<file path="config.mk">
export PLATFORM = sky130hd
export DESIGN_NAME = vote_session
export DESIGN_NICKNAME = d
export VERILOG_FILES = /design/src/rtl/vote_pkg.sv /design/src/rtl/vote_popcount.sv /design/src/rtl/vote_session.sv
export SDC_FILE = /design/constraint.sdc
export NUM_CORES = 1
export LEC_CHECK = 0
export CORE_UTILIZATION = 51
export DETAILED_ROUTE_END_ITERATION = 8
export PLACE_DENSITY_LB_ADDON = 0.3
export SETUP_SLACK_MARGIN = 0.5
export SYNTH_ARGS = -nofsm -noshare
export SYNTH_HDL_FRONTEND = slang
export SYNTH_SLANG_ARGS = --single-unit
export TNS_END_PERCENT = 20
</file>
<file path="constraint.sdc">
create_clock -name clk -period 4.45 [get_ports clk]
set_clock_uncertainty 0.05 [all_clocks]
set_input_delay 0.6675 -clock clk [delete_from_list [all_inputs] [get_ports clk]]
set_output_delay 0.6675 -clock clk [all_outputs]
set_load 0.01 [all_outputs]
</file>
<file path="src/rtl/vote_pkg.sv">
// Shared definitions for the voting session block: FSM state encoding
// and a population-count helper used to tally accepted votes.
package vote_pkg;

    typedef enum logic [1:0] {
        IDLE  = 2'd0,
        OPEN  = 2'd1,
        TALLY = 2'd2,
        HOLD  = 2'd3
    } state_t;

    localparam int MAX_VOTERS = 32;

    // Counts the ones in a vector wide enough for the largest voter pool
    function automatic logic [5:0] popcount(input logic [MAX_VOTERS-1:0] vec);
        logic [5:0] total;
        total = '0;
        for (int i = 0; i < MAX_VOTERS; i++) begin
            total = total + {5'd0, vec[i]};
        end
        return total;
    endfunction

endpackage

</file>
<file path="src/rtl/vote_popcount.sv">
// Combinational tally of the votes accepted on one edge, split into
// yes and no, so the top can add both to its running counts at once.
module vote_popcount #(
    parameter int N = 5,
    localparam int CW = $clog2(N + 1)
) (
    input  logic [N-1:0]  accepted,
    input  logic [N-1:0]  vote_yes,
    output logic [CW-1:0] yes_add,
    output logic [CW-1:0] no_add
);
    import vote_pkg::*;

    logic [MAX_VOTERS-1:0] yes_vec;
    logic [MAX_VOTERS-1:0] no_vec;

    // Widen the accepted yes/no masks to the helper's fixed width
    always_comb begin
        yes_vec = '0;
        no_vec  = '0;
        yes_vec[N-1:0] = accepted & vote_yes;
        no_vec[N-1:0]  = accepted & ~vote_yes;
    end

    assign yes_add = CW'(popcount(yes_vec));
    assign no_add  = CW'(popcount(no_vec));

endmodule

</file>
<file path="src/rtl/vote_session.sv">
// Timed voting session for N voters. Opens on start, latches each voter's
// first vote, closes on all-voted / timeout / early decision, then holds
// the tallied result until the next start. Abort cancels a live session.
module vote_session #(
    parameter int N       = 5,
    parameter int THRESH  = N / 2 + 1,
    parameter int TIMEOUT = 1000,
    parameter int EARLY   = 0,
    localparam int CW     = $clog2(N + 1)
) (
    input  logic          clk,
    input  logic          rst_n,
    input  logic          start,
    input  logic          abort,
    input  logic [N-1:0]  vote_en,
    input  logic [N-1:0]  vote_yes,
    output logic          busy,
    output logic [N-1:0]  voted,
    output logic [CW-1:0] yes_cnt,
    output logic [CW-1:0] no_cnt,
    output logic          result,
    output logic          result_valid,
    output logic          done
);
    import vote_pkg::*;

    localparam int TW       = $clog2(TIMEOUT + 1);
    localparam int NO_LIMIT = N - THRESH;

    state_t        state;
    state_t        next_state;
    logic          clear;
    logic          accept;
    logic          finish;
    logic          early_hit;
    logic          close_cond;
    logic [N-1:0]  accepted;
    logic [CW-1:0] yes_add;
    logic [CW-1:0] no_add;
    logic [TW-1:0] timer;

    // Closing decisions use the registered counts, so they act one edge later
    assign early_hit  = (EARLY != 0) &&
                        ((int'(yes_cnt) >= THRESH) || (int'(no_cnt) > NO_LIMIT));
    assign close_cond = (&voted) || (timer == TW'(TIMEOUT - 1)) || early_hit;
    assign busy       = (state == OPEN) || (state == TALLY);

    // State register
    always_ff @(posedge clk or negedge rst_n) begin
        if (!rst_n) begin
            state <= IDLE;
        end else begin
            state <= next_state;
        end
    end

    // Next-state and per-edge control strobes; abort outranks everything while live
    always_comb begin
        next_state = state;
        clear      = 1'b0;
        accept     = 1'b0;
        finish     = 1'b0;
        case (state)
            IDLE: begin
                if (start) begin
                    next_state = OPEN;
                    clear      = 1'b1;
                end
            end
            OPEN: begin
                if (abort) begin
                    next_state = IDLE;
                    clear      = 1'b1;
                end else begin
                    accept = 1'b1;
                    if (close_cond) begin
                        next_state = TALLY;
                    end
                end
            end
            TALLY: begin
                if (abort) begin
                    next_state = IDLE;
                    clear      = 1'b1;
                end else begin
                    next_state = HOLD;
                    finish     = 1'b1;
                end
            end
            HOLD: begin
                if (start) begin
                    next_state = OPEN;
                    clear      = 1'b1;
                end
            end
            default: begin
                next_state = IDLE;
                clear      = 1'b1;
            end
        endcase
        accepted = accept ? (vote_en & ~voted) : '0;
    end

    vote_popcount #(.N(N)) u_popcount (
        .accepted (accepted),
        .vote_yes (vote_yes),
        .yes_add  (yes_add),
        .no_add   (no_add)
    );

    // Session datapath: voted mask, counts, timer and the held result
    always_ff @(posedge clk or negedge rst_n) begin
        if (!rst_n) begin
            voted        <= '0;
            yes_cnt      <= '0;
            no_cnt       <= '0;
            timer        <= '0;
            result       <= 1'b0;
            result_valid <= 1'b0;
            done         <= 1'b0;
        end else if (clear) begin
            voted        <= '0;
            yes_cnt      <= '0;
            no_cnt       <= '0;
            timer        <= '0;
            result       <= 1'b0;
            result_valid <= 1'b0;
            done         <= 1'b0;
        end else begin
            done <= 1'b0;
            if (accept) begin
                voted   <= voted | accepted;
                yes_cnt <= yes_cnt + yes_add;
                no_cnt  <= no_cnt + no_add;
                timer   <= timer + TW'(1);
            end
            if (finish) begin
                result       <= (int'(yes_cnt) >= THRESH);
                result_valid <= 1'b1;
                done         <= 1'b1;
            end
        end
    end

endmodule

</file>
==> out/metrics.yaml, run 1 <==
sta:
  finalCritPeriodShare_pct: 85.2
  fmax_ghz: 0.264
  rsz0062_at_grt: "no"
  slew_headroom_pct: 68.6
  hold_viol: 0
  final-setup-viol-count: 0
  tns_ns: 0
  finalMaxSlewViolations: 0
  period_needed_ns: 3.79
  tightest_slew_ns: 0.472
  hold_slack_ns: 0.491
power_and_ir_drop:
  switching_power_uw: 274
  ir_drop_v: 0.000253
  swShare_pct: 37.1
  clkPwrFrac_pct: 16.1
  p_int_uw: 465
  p_leak_uw: 0.000794
  power.share.sequential_pct: 41.2
  p_per_area_mw_per_mm2: 391
  combPwrFrac_pct: 42.7
floorplan:
  initial_core_util_pct: 54.8
  die_h_microns: 56.9
  dieWidth_microns: 56.9
  dieArea_sq_mm: 0.00324
  rows: 19
  ios: 29
  core_sq_mm: 0.00281
logic_synthesis:
  synth-edff-count: 0
  synth_top_area_share_pct: 42.3
  yosys_register_bits: 26
  yosysUniqueCellTypes: 32
  postSynthCellCount: 156
  ys_seq_area_share_pct: 42.3
  synth_ff_type: "dfrtp_1"
  syn_nets: 184
  synthTopCellsByArea: "dfrtp_1 42%, fa_1 7.8%, ha_1 6.5%"
  syn-cell-area_sq_mm: 0.00154
  syn_avg_cell_area_sq_um: 9.86
  ys.warnings.count: 0
  ys_async_sr_fraction_pct: 100
  synth_top_area_cell: "dfrtp_1"
global_routing:
  grt_max_degree: 27
  grt_util_met1_pct: 30.0
  grt_antenna_before_repair: 0
  grt_pass1_vias: 1209
  top_usage_layer: "met2"
  grt_overflow: 0
  use_met2_pct: 38.5
  grt_use_met3_pct: 5.53
  grt_usage_pct: 22.9
  grt_pass1_wl_microns: 5610
layout:
  fill_cells: 238
  area_delta_synth_final_pct: 22.9
  nNetsFinal: 215
  seq_area_sq_um: 651
  diodes: 0
  layout-drive-gt1-share_pct: 8.06
  multi_input_area_sq_um: 825
setup_path:
  arrival_ns: 3.99
  cp.required_ns: 4.64
  start_kind: "input port"
  worstPathMaxFanout: 6
  path_class: "in2reg"
  endpoint_kind: "flip-flop"
clocking:
  insertion_delay_ns: 0.33
  numClockSinks: 26
  cts_inserted_buffers: 3
  cts-root-buf: "clkbuf_4"
  cts_max_level: 1
  clk_pin_slew_ns: 0.13
  clockBufferDepth: 2
  cts_tree: "built"
run_status:
  status: "complete, no violations"
drt:
  drt_pass1_iterations: 6
  routedWlPerCell_microns: 15.1
  drt-total-wl_microns: 3290
  vias: 1211
  antenna_left: 0
  post-route-drc-count: 0
  via_per_inst: 5.58
  dr.first_iter.drc_count: 61
place:
  dp_hpwl_microns: 2490
  io_buffer_count: 28
  routabilityCongestion: 0.845
run:
  cap_violations: 0
hold_path:
  hp-class: "reg2reg"
## power groups by stage
stage	combinational [uW]	clock [uW]	sequential, uW
6_report	315	119	304
5_1_grt	352	134	310
4_1_cts	310	124	305
3_5_place_dp	308	0	309
3_3_place_gp	298	0	307
2_1_floorplan	193	0	311
## cells by family (layout without fill, tap and decap cells)
family                   Yosys count  after routing  synth area share [%]
flip-flops                        26             26                  42.3
AO/OA/AOI/OAI                     20             20                  7.00
AND/OR/NAND/NOR                   68             68                  24.1
multiplexers                       3              3                  2.03
adder cells (fa/ha/maj)           14             14                  14.3
XOR/XNOR                          10             10                  5.70
buffers and inverters             15             45                  4.56
## sequential cells by signal (all words and copies together), names as in the netlist
signal        count
timer            10
voted             5
no_cnt            3
yes_cnt           3
state             2
done              1
result            1
result_valid      1
## cell usage in the layout (no fill, tap or decap), types with 5 or more instances in the layout
| cell | netlist | layout |
|---|---|---|
| nor3_1 | 8 | 8 |
| nand2_1 | 10 | 10 |
| nor2_1 | 25 | 25 |
| xnor2_1 | 5 | 5 |
| a21oi_1 | 14 | 14 |
| inv_1 | 10 | 10 |
| ha_1 | 8 | 8 |
| clkdlybuf4s50_1 | 0 | 28 |
| fa_1 | 6 | 6 |
| xor2_1 | 5 | 5 |
| dfrtp_1 | 26 | 26 |
## worst max-delay path: stages
cell and delay [ns]:
clkdlybuf4s50_1 0.53, nor2b_4 0.19, nand2_1 0.09, nor3b_1 0.21, ha_1 0.27, fa_1 0.50, inv_1 0.05, fa_1 0.44
fa_1 0.40, xor2_1 0.16, or3_1 0.30, a21oi_1 0.17
## layout make-up
type / count / area share [%]
Timing Repair Buffer: 31 / 16.0
Multi-Input combinational cell: 115 / 43.6
Tap cell: 31 / 2.05
Sequential cell: 26 / 34.4
Clock buffer: 4 / 1.92
Inverter: 10 / 1.99
## layer usage
layer / up-vias / share of wire, %
li1: 588 / -
met1: 587 / 44
met4: 0 / 1.5
met3: 6 / 3.6
met5: - / 0
met2: 30 / 51
## stage by stage
step	instance area (sq um)	util, %	worst slack, ns	instances	total power, uW
final	1890	67.4	0.657	217	739
after global routing	1890	67.4	0.518	217	796
after floorplan	1540	-	0.809	156	504
after global placement	1840	65.6	0.295	212	605
after detailed placement	1840	65.6	0.143	212	617
after CTS	1880	66.9	0.597	216	739
## synthesized netlist by cell type (2+ instances only)
cell type	count
a21oi_1	14
buf_2	2
dfrtp_1	26
fa_1	6
ha_1	8
inv_1	10
mux2i_1	2
nand2_1	10
nand3_1	3
nand4_1	3
nand4b_1	2
nor2_1	25
nor2b_1	3
nor3_1	8
nor3b_1	3
o21ai_0	3
o21bai_1	2
or3_1	3
or4b_2	2
xnor2_1	5
xor2_1	5
## what timing repair did
item                       in CTS  in global routing
hold buffers                    0                  0
setup endpoints to repair       1                  2
gates resized for setup         1                  1
setup buffers                   0                  1
## path summary, 6_finish.rpt
path / slack, ns / cells past startpoint / end / startpoint
hold / removal: 0.49 / 2 / result_valid / result_valid
hold reg to reg: 0.49 / 2 / result_valid / result_valid
setup / recovery: 0.66 / 12 / yes_cnt[2] / abort
setup reg to reg: 0.77 / 13 / yes_cnt[2] / state[1]
max in group asynchronous: 3.45 / 2 / done / rst_n
min in group asynchronous: 0.64 / 2 / voted[1] / rst_n
(Power assumes the default switching activity.)
==> run 2, diff against run 1 <==
--- a/config.mk
+++ b/config.mk
@@ -5,7 +5,7 @@
 export SDC_FILE = /design/constraint.sdc
 export NUM_CORES = 1
 export LEC_CHECK = 0
-export CORE_UTILIZATION = 51
+export CORE_UTILIZATION = 55
 export DETAILED_ROUTE_END_ITERATION = 8
 export PLACE_DENSITY_LB_ADDON = 0.3
 export SETUP_SLACK_MARGIN = 0.5
==> constraint.sdc (replaced) <==
create_clock -name clk -period 4.8 [get_ports clk]
set_clock_uncertainty 0.05 [all_clocks]
set_input_delay 0.72 -clock clk [delete_from_list [all_inputs] [get_ports clk]]
set_output_delay 0.72 -clock clk [all_outputs]
set_load 0.01 [all_outputs]
==> run 2 against run 1 <==
Total power shrank 10%. Sequential power shrank 6.9%. Via count grew 2.0%. Clock power shrank 21%. Utilization grew 5.4 points. First-iteration DRC count shrank 34%. Combinational power shrank 8.9%. Critical endpoint unchanged. Largest power group unchanged.
==> out/metrics.yaml, run 2 (synthesis gave the netlist of run 1 again) <==
hold_path:
  hp-class: "reg2reg"
drt:
  antenna_left: 0  # unchanged
  post-route-drc-count: 0  # unchanged
  drt_pass1_iterations: 4  # -2
  dr.first_iter.drc_count: 40  # -34%
  drt-total-wl_microns: 3340  # +1.6%
  routedWlPerCell_microns: 15.5  # +2.6%
  vias: 1235  # +2.0%
  via_per_inst: 5.74  # +2.9%
setup_path:
  start_kind: "input port"
  r2r_end: "yes_cnt[2]"
  endpoint_kind: "flip-flop"
  crit_end: "yes_cnt[2]"
  crit_path_max_incr_delay_ns: 0.51  # -0.02 ns
  crit_slowest_cell: "fa_1"
  reg2regPathDepth: 13  # unchanged
  cp.required_ns: 5.00  # +0.36 ns
  cp-startpoint: "abort"
  path_class: "in2reg"
  worstPathMaxFanout: 6  # unchanged
  crit_chain: "clkdlybuf4s50_1, nor2b_1, nand2_1, nor3b_1, ha_1, fa_1, inv_1, fa_1, fa_1, xor2_1, or3_1, a21oi_1"
  ff2ff_setup_slack_ns: 0.92  # +0.15 ns
  reg2reg_from: "state[1]"
  arrival_ns: 4.18  # +0.19 ns
  timing.critical_path.mode_cell: "fa_1"
run_status:
  status: "complete, no violations"
place:
  routabilityCongestion: 0.858  # +1.6%
  dp_hpwl_microns: 2520  # +1.2%
  dp_slack_ns: 0.493  # +0.350 ns
  dp.cells: 212  # unchanged
  io_buffer_count: 28  # unchanged
floorplan:
  ios: 29  # unchanged
  rows: 18  # -1
  dieWidth_microns: 54.9  # -3.6%
  dieArea_sq_mm: 0.00301  # -7.0%
  initial_core_util_pct: 59.9  # +5.1 points
  core_sq_mm: 0.00257  # -8.5%
  die_h_microns: 54.9  # -3.6%
power_and_ir_drop:
  clkPwrFrac_pct: 14.1  # -2.0 points
  p_int_uw: 411  # -12%
  combPwrFrac_pct: 43.2  # +0.5 points
  p_leak_uw: 0.000783  # -1.3%
  swShare_pct: 38.0  # +0.92 points
  p_per_area_mw_per_mm2: 355  # -9.1%
  switching_power_uw: 252  # -8.0%
  power.share.sequential_pct: 42.6  # +1.4 points
  ir_drop_v: 0.000308  # +22%
layout:
  nNetsFinal: 215  # unchanged
  diodes: 0  # unchanged
  mostFrequentLayoutCell: "clkdlybuf4s50_1"
  largest_register_ffs: 10  # unchanged
  post-route-util_pct: 72.8  # +5.4 points
  largest-register: "timer"
  layout-drive-gt1-share_pct: 7.03  # -1.0 points
  stdcell_count: 215  # -0.92%
  area_delta_synth_final_pct: 21.5
  layout_common_cells: "28 x clkdlybuf4s50_1, 26 x dfrtp_1, 25 x nor2_1"
  largestRegisters: "timer (10), voted (5)"
global_routing:
  grt_antenna_before_repair: 0  # unchanged
  grt_overflow: 0  # unchanged
  grt_max_degree: 27  # unchanged
  grt_usage_pct: 25.1  # +2.2 points
  grt_pass1_vias: 1218  # +0.74%
  grt_pass1_wl_microns: 5260  # -6.3%
clocking:
  cts_tree: "built"
  clockBufferDepth: 2  # unchanged
  numClockSinks: 26  # unchanged
  cts-root-buf: "clkbuf_4"
  ctsResizeCount: 0  # -1
  cts_setup_buffers: 0  # unchanged
  cts_inserted_buffers: 3  # unchanged
  insertion_delay_ns: 0.31  # -0.02 ns
  cts_hold_buf: 0  # unchanged
  cts_max_level: 1  # unchanged
  clk_pin_slew_ns: 0.14  # about the same
run:
  cap_violations: 0  # unchanged
sta:
  final-setup-viol-count: 0  # unchanged
  finalMaxSlewViolations: 0  # unchanged
  period_needed_ns: 3.98
  rsz0062_at_grt: "no"
  tns_ns: 0  # unchanged
  slew_headroom_pct: 69.7  # +1.2 points
  fmax_ghz: 0.251
  finalCritPeriodShare_pct: 82.9
  hold_viol: 0  # unchanged
  tightest_slew_ns: 0.454  # -0.0175 ns
  setup_ws_ns: 0.818  # +0.162 ns
  hold_slack_ns: 0.465  # -0.0258 ns
[run 2: routing by layer]
metal,vias up,track usage (%),wire (microns),share of wire (%)
li1,580,-,-,-
met1,604,29.3,1420,42
met2,45,44.6,1720,52
met3,6,4.72,156,4.7
met4,0,9.83,43,1.3
met5,-,0,0,0
[run 2: metrics by stage]
step	area (sq um)	power [uW]
after floorplan	1540	468
final	1870	664
after detailed placement	1850	573
after global routing	1870	707
after CTS	1870	667
after global placement	1850	561
[run 2: area by class of cell]
class                   count  area, sq um
multi-input cells         115          817
fillers                   190          699
flip-flops and latches     26          651
repair buffers             31          303
inverters                  10         37.5
well taps                  30         37.5
clock buffers               3         22.5
[run 2: worst max-delay path, delay by kind of cell]
kind | cells | cell delay [ns]
buf+inv | 2 | 0.54
fa+ha+maj | 4 | 1.63
xor+xnor | 1 | 0.16
simple gates | 4 | 0.98
compound gates | 1 | 0.15
[run 2: worst min path at each step]
stage / from / endpoint / slack, ns / cells after the start
after floorplan: rst_n / done / 0.37 / 0
after global placement: result_valid / result_valid / 0.43 / 2
after detailed placement: result_valid / result_valid / 0.44 / 2
after CTS: result_valid / result_valid / 0.47 / 2
after global routing: result_valid / result_valid / 0.53 / 2
final: result_valid / result_valid / 0.46 / 2
[run 2: power by group through the flow]
stage	registers, uW	logic [uW]	clock network (uW)
global route	287	319	101
detailed placement	287	286	0
global placement	285	276	0
finish	283	287	93.7
floorplan	288	179	0
CTS	283	288	96.5
==> run 3, diff against run 2 <==
--- a/config.mk
+++ b/config.mk
@@ -5,7 +5,7 @@
 export SDC_FILE = /design/constraint.sdc
 export NUM_CORES = 1
 export LEC_CHECK = 0
-export CORE_UTILIZATION = 55
+export CORE_UTILIZATION = 46
 export DETAILED_ROUTE_END_ITERATION = 8
 export PLACE_DENSITY_LB_ADDON = 0.3
 export SETUP_SLACK_MARGIN = 0.5
==> constraint.sdc (replaced) <==
create_clock -name clk -period 3.3 [get_ports clk]
set_clock_uncertainty 0.05 [all_clocks]
set_input_delay 0.495 -clock clk [delete_from_list [all_inputs] [get_ports clk]]
set_output_delay 0.495 -clock clk [all_outputs]
set_load 0.01 [all_outputs]
==> run 3 against run 2 <==
The flow now finishes with violations (negative setup slack). Global-route usage decreased by 5.2 points. Sequential cell count unchanged. Clock-buffer cell count increased by 1. Worst hold slack improved by 0.00050 ns. Design area increased by 10%. Die area increased by 19%. Via count increased by 2.3%. Combinational power increased by 76%. Utilization decreased by 6.5 points. Wire length decreased by 3.6%.
==> out/metrics.yaml, run 3 (synthesis gave the netlist of run 1 again) <==
sta:
  fmax_ghz: 0.301
  setup_ws_ns: -0.0179  # -0.836 ns
  hold_viol: 0  # unchanged
  slew_headroom_pct: 69.3  # -0.47 points
  finalMaxSlewViolations: 0  # unchanged
  final-setup-viol-count: 1  # +1
  tightest_slew_ns: 0.461  # +0.00704 ns
  tns_ns: -0.0179  # -0.0179 ns
  finalCritPeriodShare_pct: 101
  period_needed_ns: 3.32
  hold_slack_ns: 0.465  # +0.000502 ns
  rsz0062_at_grt: "yes"
floorplan:
  dieWidth_microns: 59.8  # +9.0%
  die_h_microns: 59.8  # +9.0%
  ios: 29  # unchanged
  core_sq_mm: 0.00310  # +21%
  initial_core_util_pct: 49.6  # -10 points
  dieArea_sq_mm: 0.00358  # +19%
  rows: 20  # +2
clocking:
  cts_inserted_buffers: 3  # unchanged
  cts-root-buf: "clkbuf_4"
  numClockSinks: 26  # unchanged
  cts_max_level: 1  # unchanged
  insertion_delay_ns: 0.32  # about the same
  clockBufferDepth: 2  # unchanged
  clk_pin_slew_ns: 0.14  # about the same
  cts_tree: "built"
  cts_hold_buf: 0  # unchanged
drt:
  vias: 1263  # +2.3%
  post-route-drc-count: 0  # unchanged
  antenna_left: 0  # unchanged
  routedWlPerCell_microns: 13.4  # -14%
  dr.first_iter.drc_count: 34  # -15%
  drt_pass1_iterations: 5  # +1
  drt-total-wl_microns: 3220  # -3.6%
  via_per_inst: 5.24  # -8.8%
run:
  cap_violations: 0  # unchanged
global_routing:
  grt_util_met1_pct: 23.3  # -6.0 points
  grt_pass1_vias: 1302  # +6.9%
  grt_overflow: 0  # unchanged
  grt_usage_pct: 19.9  # -5.2 points
  grt_use_met3_pct: 3.03  # -1.7 points
  grt_antenna_before_repair: 0  # unchanged
  top_usage_layer: "met2"
  grt_max_degree: 27  # unchanged
  grt_pass1_wl_microns: 5330  # +1.4%
  use_met2_pct: 36.7  # -7.9 points
setup_path:
  crit_chain: "inv_2, ha_4, nor2b_4, buf_6, nand2_4, nor3b_2, ha_1, fa_1, inv_1, fa_2, fa_2, xor2_1, or3_1, a21oi_2"
  arrival_ns: 3.52  # -0.66 ns
  ff2ff_setup_slack_ns: -0.02  # -0.94 ns
  endpoint_kind: "flip-flop"
  crit_slowest_cell: "fa_1"
  path_buf_inv: 3  # +1
  cp.required_ns: 3.50  # -1.50 ns
  start_kind: "flip-flop"
  reg2regPathDepth: 14  # +1
  reg2reg_from: "state[1]"
  crit_path_max_incr_delay_ns: 0.50  # about the same
  timing.critical_path.mode_cell: "fa_2"
  path_class: "reg2reg"
  worstPathMaxFanout: 3  # -3
  r2r_end: "yes_cnt[2]"
  cp_top_family: "adder cells"
place:
  dp_hpwl_microns: 2510  # -0.25%
  dp_slack_ns: -0.496  # -0.989 ns
  routabilityCongestion: 0.791  # -7.8%
  io_buffer_count: 28  # unchanged
layout:
  fill_cells: 264  # +39%
  mostFrequentLayoutCell: "clkdlybuf4s50_1"
  diodes: 0  # unchanged
  largestRegisters: "timer (10), voted (5)"
  largest_register_ffs: 10  # unchanged
  nNetsFinal: 226  # +5.1%
  largest-register: "timer"
  layout-drive-gt1-share_pct: 20.3  # +13 points
  layout_common_cells: "27 x clkdlybuf4s50_1, 26 x dfrtp_1, 23 x nor2_1"
  area_delta_synth_final_pct: 33.7
power_and_ir_drop:
  p_leak_uw: 0.000865  # +10%
  p_per_area_mw_per_mm2: 525  # +48%
  ir_drop_v: 0.000239  # -22%
  p_total_uw: 1080  # +63%
run_status:
  status: "finished with violations"
  violations: "negative setup slack"
hold_path:
  hp-class: "in2async"
run 3: metrics by stage:
step	utilization, %	std cells	instance area, sq um
after floorplan	-	156	1580
after global placement	63.0	233	1960
after detailed placement	63.0	233	1960
after CTS	65.0	239	2020
after global routing	66.3	241	2060
final	66.3	241	2060
run 3: what timing repair did:
item | CTS | global route
gates resized for setup | 4 | 6
endpoints found under the setup margin | 6 | 6
pin swaps | 5 | 7
gates cloned | 0 | 0
setup buffers | 2 | 2
run 3: layer usage:
| metal | vias up | wire (microns) |
|---|---|---|
| met5 | - | 0 |
| met4 | 0 | 17 |
| met3 | 2 | 89 |
| met2 | 23 | 1690 |
| met1 | 627 | 1420 |
| li1 | 611 | - |
run 3: cell type report:
| class | count | area (sq um) | area share, % |
|---|---|---|---|
| Clock buffer | 4 | 36.3 | 1.77 |
| Inverter | 10 | 37.5 | 1.83 |
| Multi-Input combinational cell | 115 | 888 | 43.2 |
| Sequential cell | 26 | 651 | 31.6 |
| Tap cell | 44 | 55.1 | 2.68 |
| Timing Repair Buffer | 42 | 388 | 18.9 |
run 3: worst max-delay path by stage:
stage / startpoint / end / slack [ns] / depth (start not counted)
3_3_place_gp: abort / yes_cnt[2] / -0.45 / 13
6_report: state[1] / yes_cnt[2] / -0.02 / 14
4_1_cts: state[1] / yes_cnt[2] / -0.03 / 14
3_5_place_dp: abort / yes_cnt[2] / -0.50 / 13
5_1_grt: state[1] / yes_cnt[2] / -0.12 / 14
2_1_floorplan: state[1] / yes_cnt[2] / -0.04 / 15
run 3: power breakdown:
part | internal [uW] | switching [uW]
Combinational | 256 | 248
Clock | 67.4 | 91.4
Sequential | 363 | 53.7
Total | 686 | 393
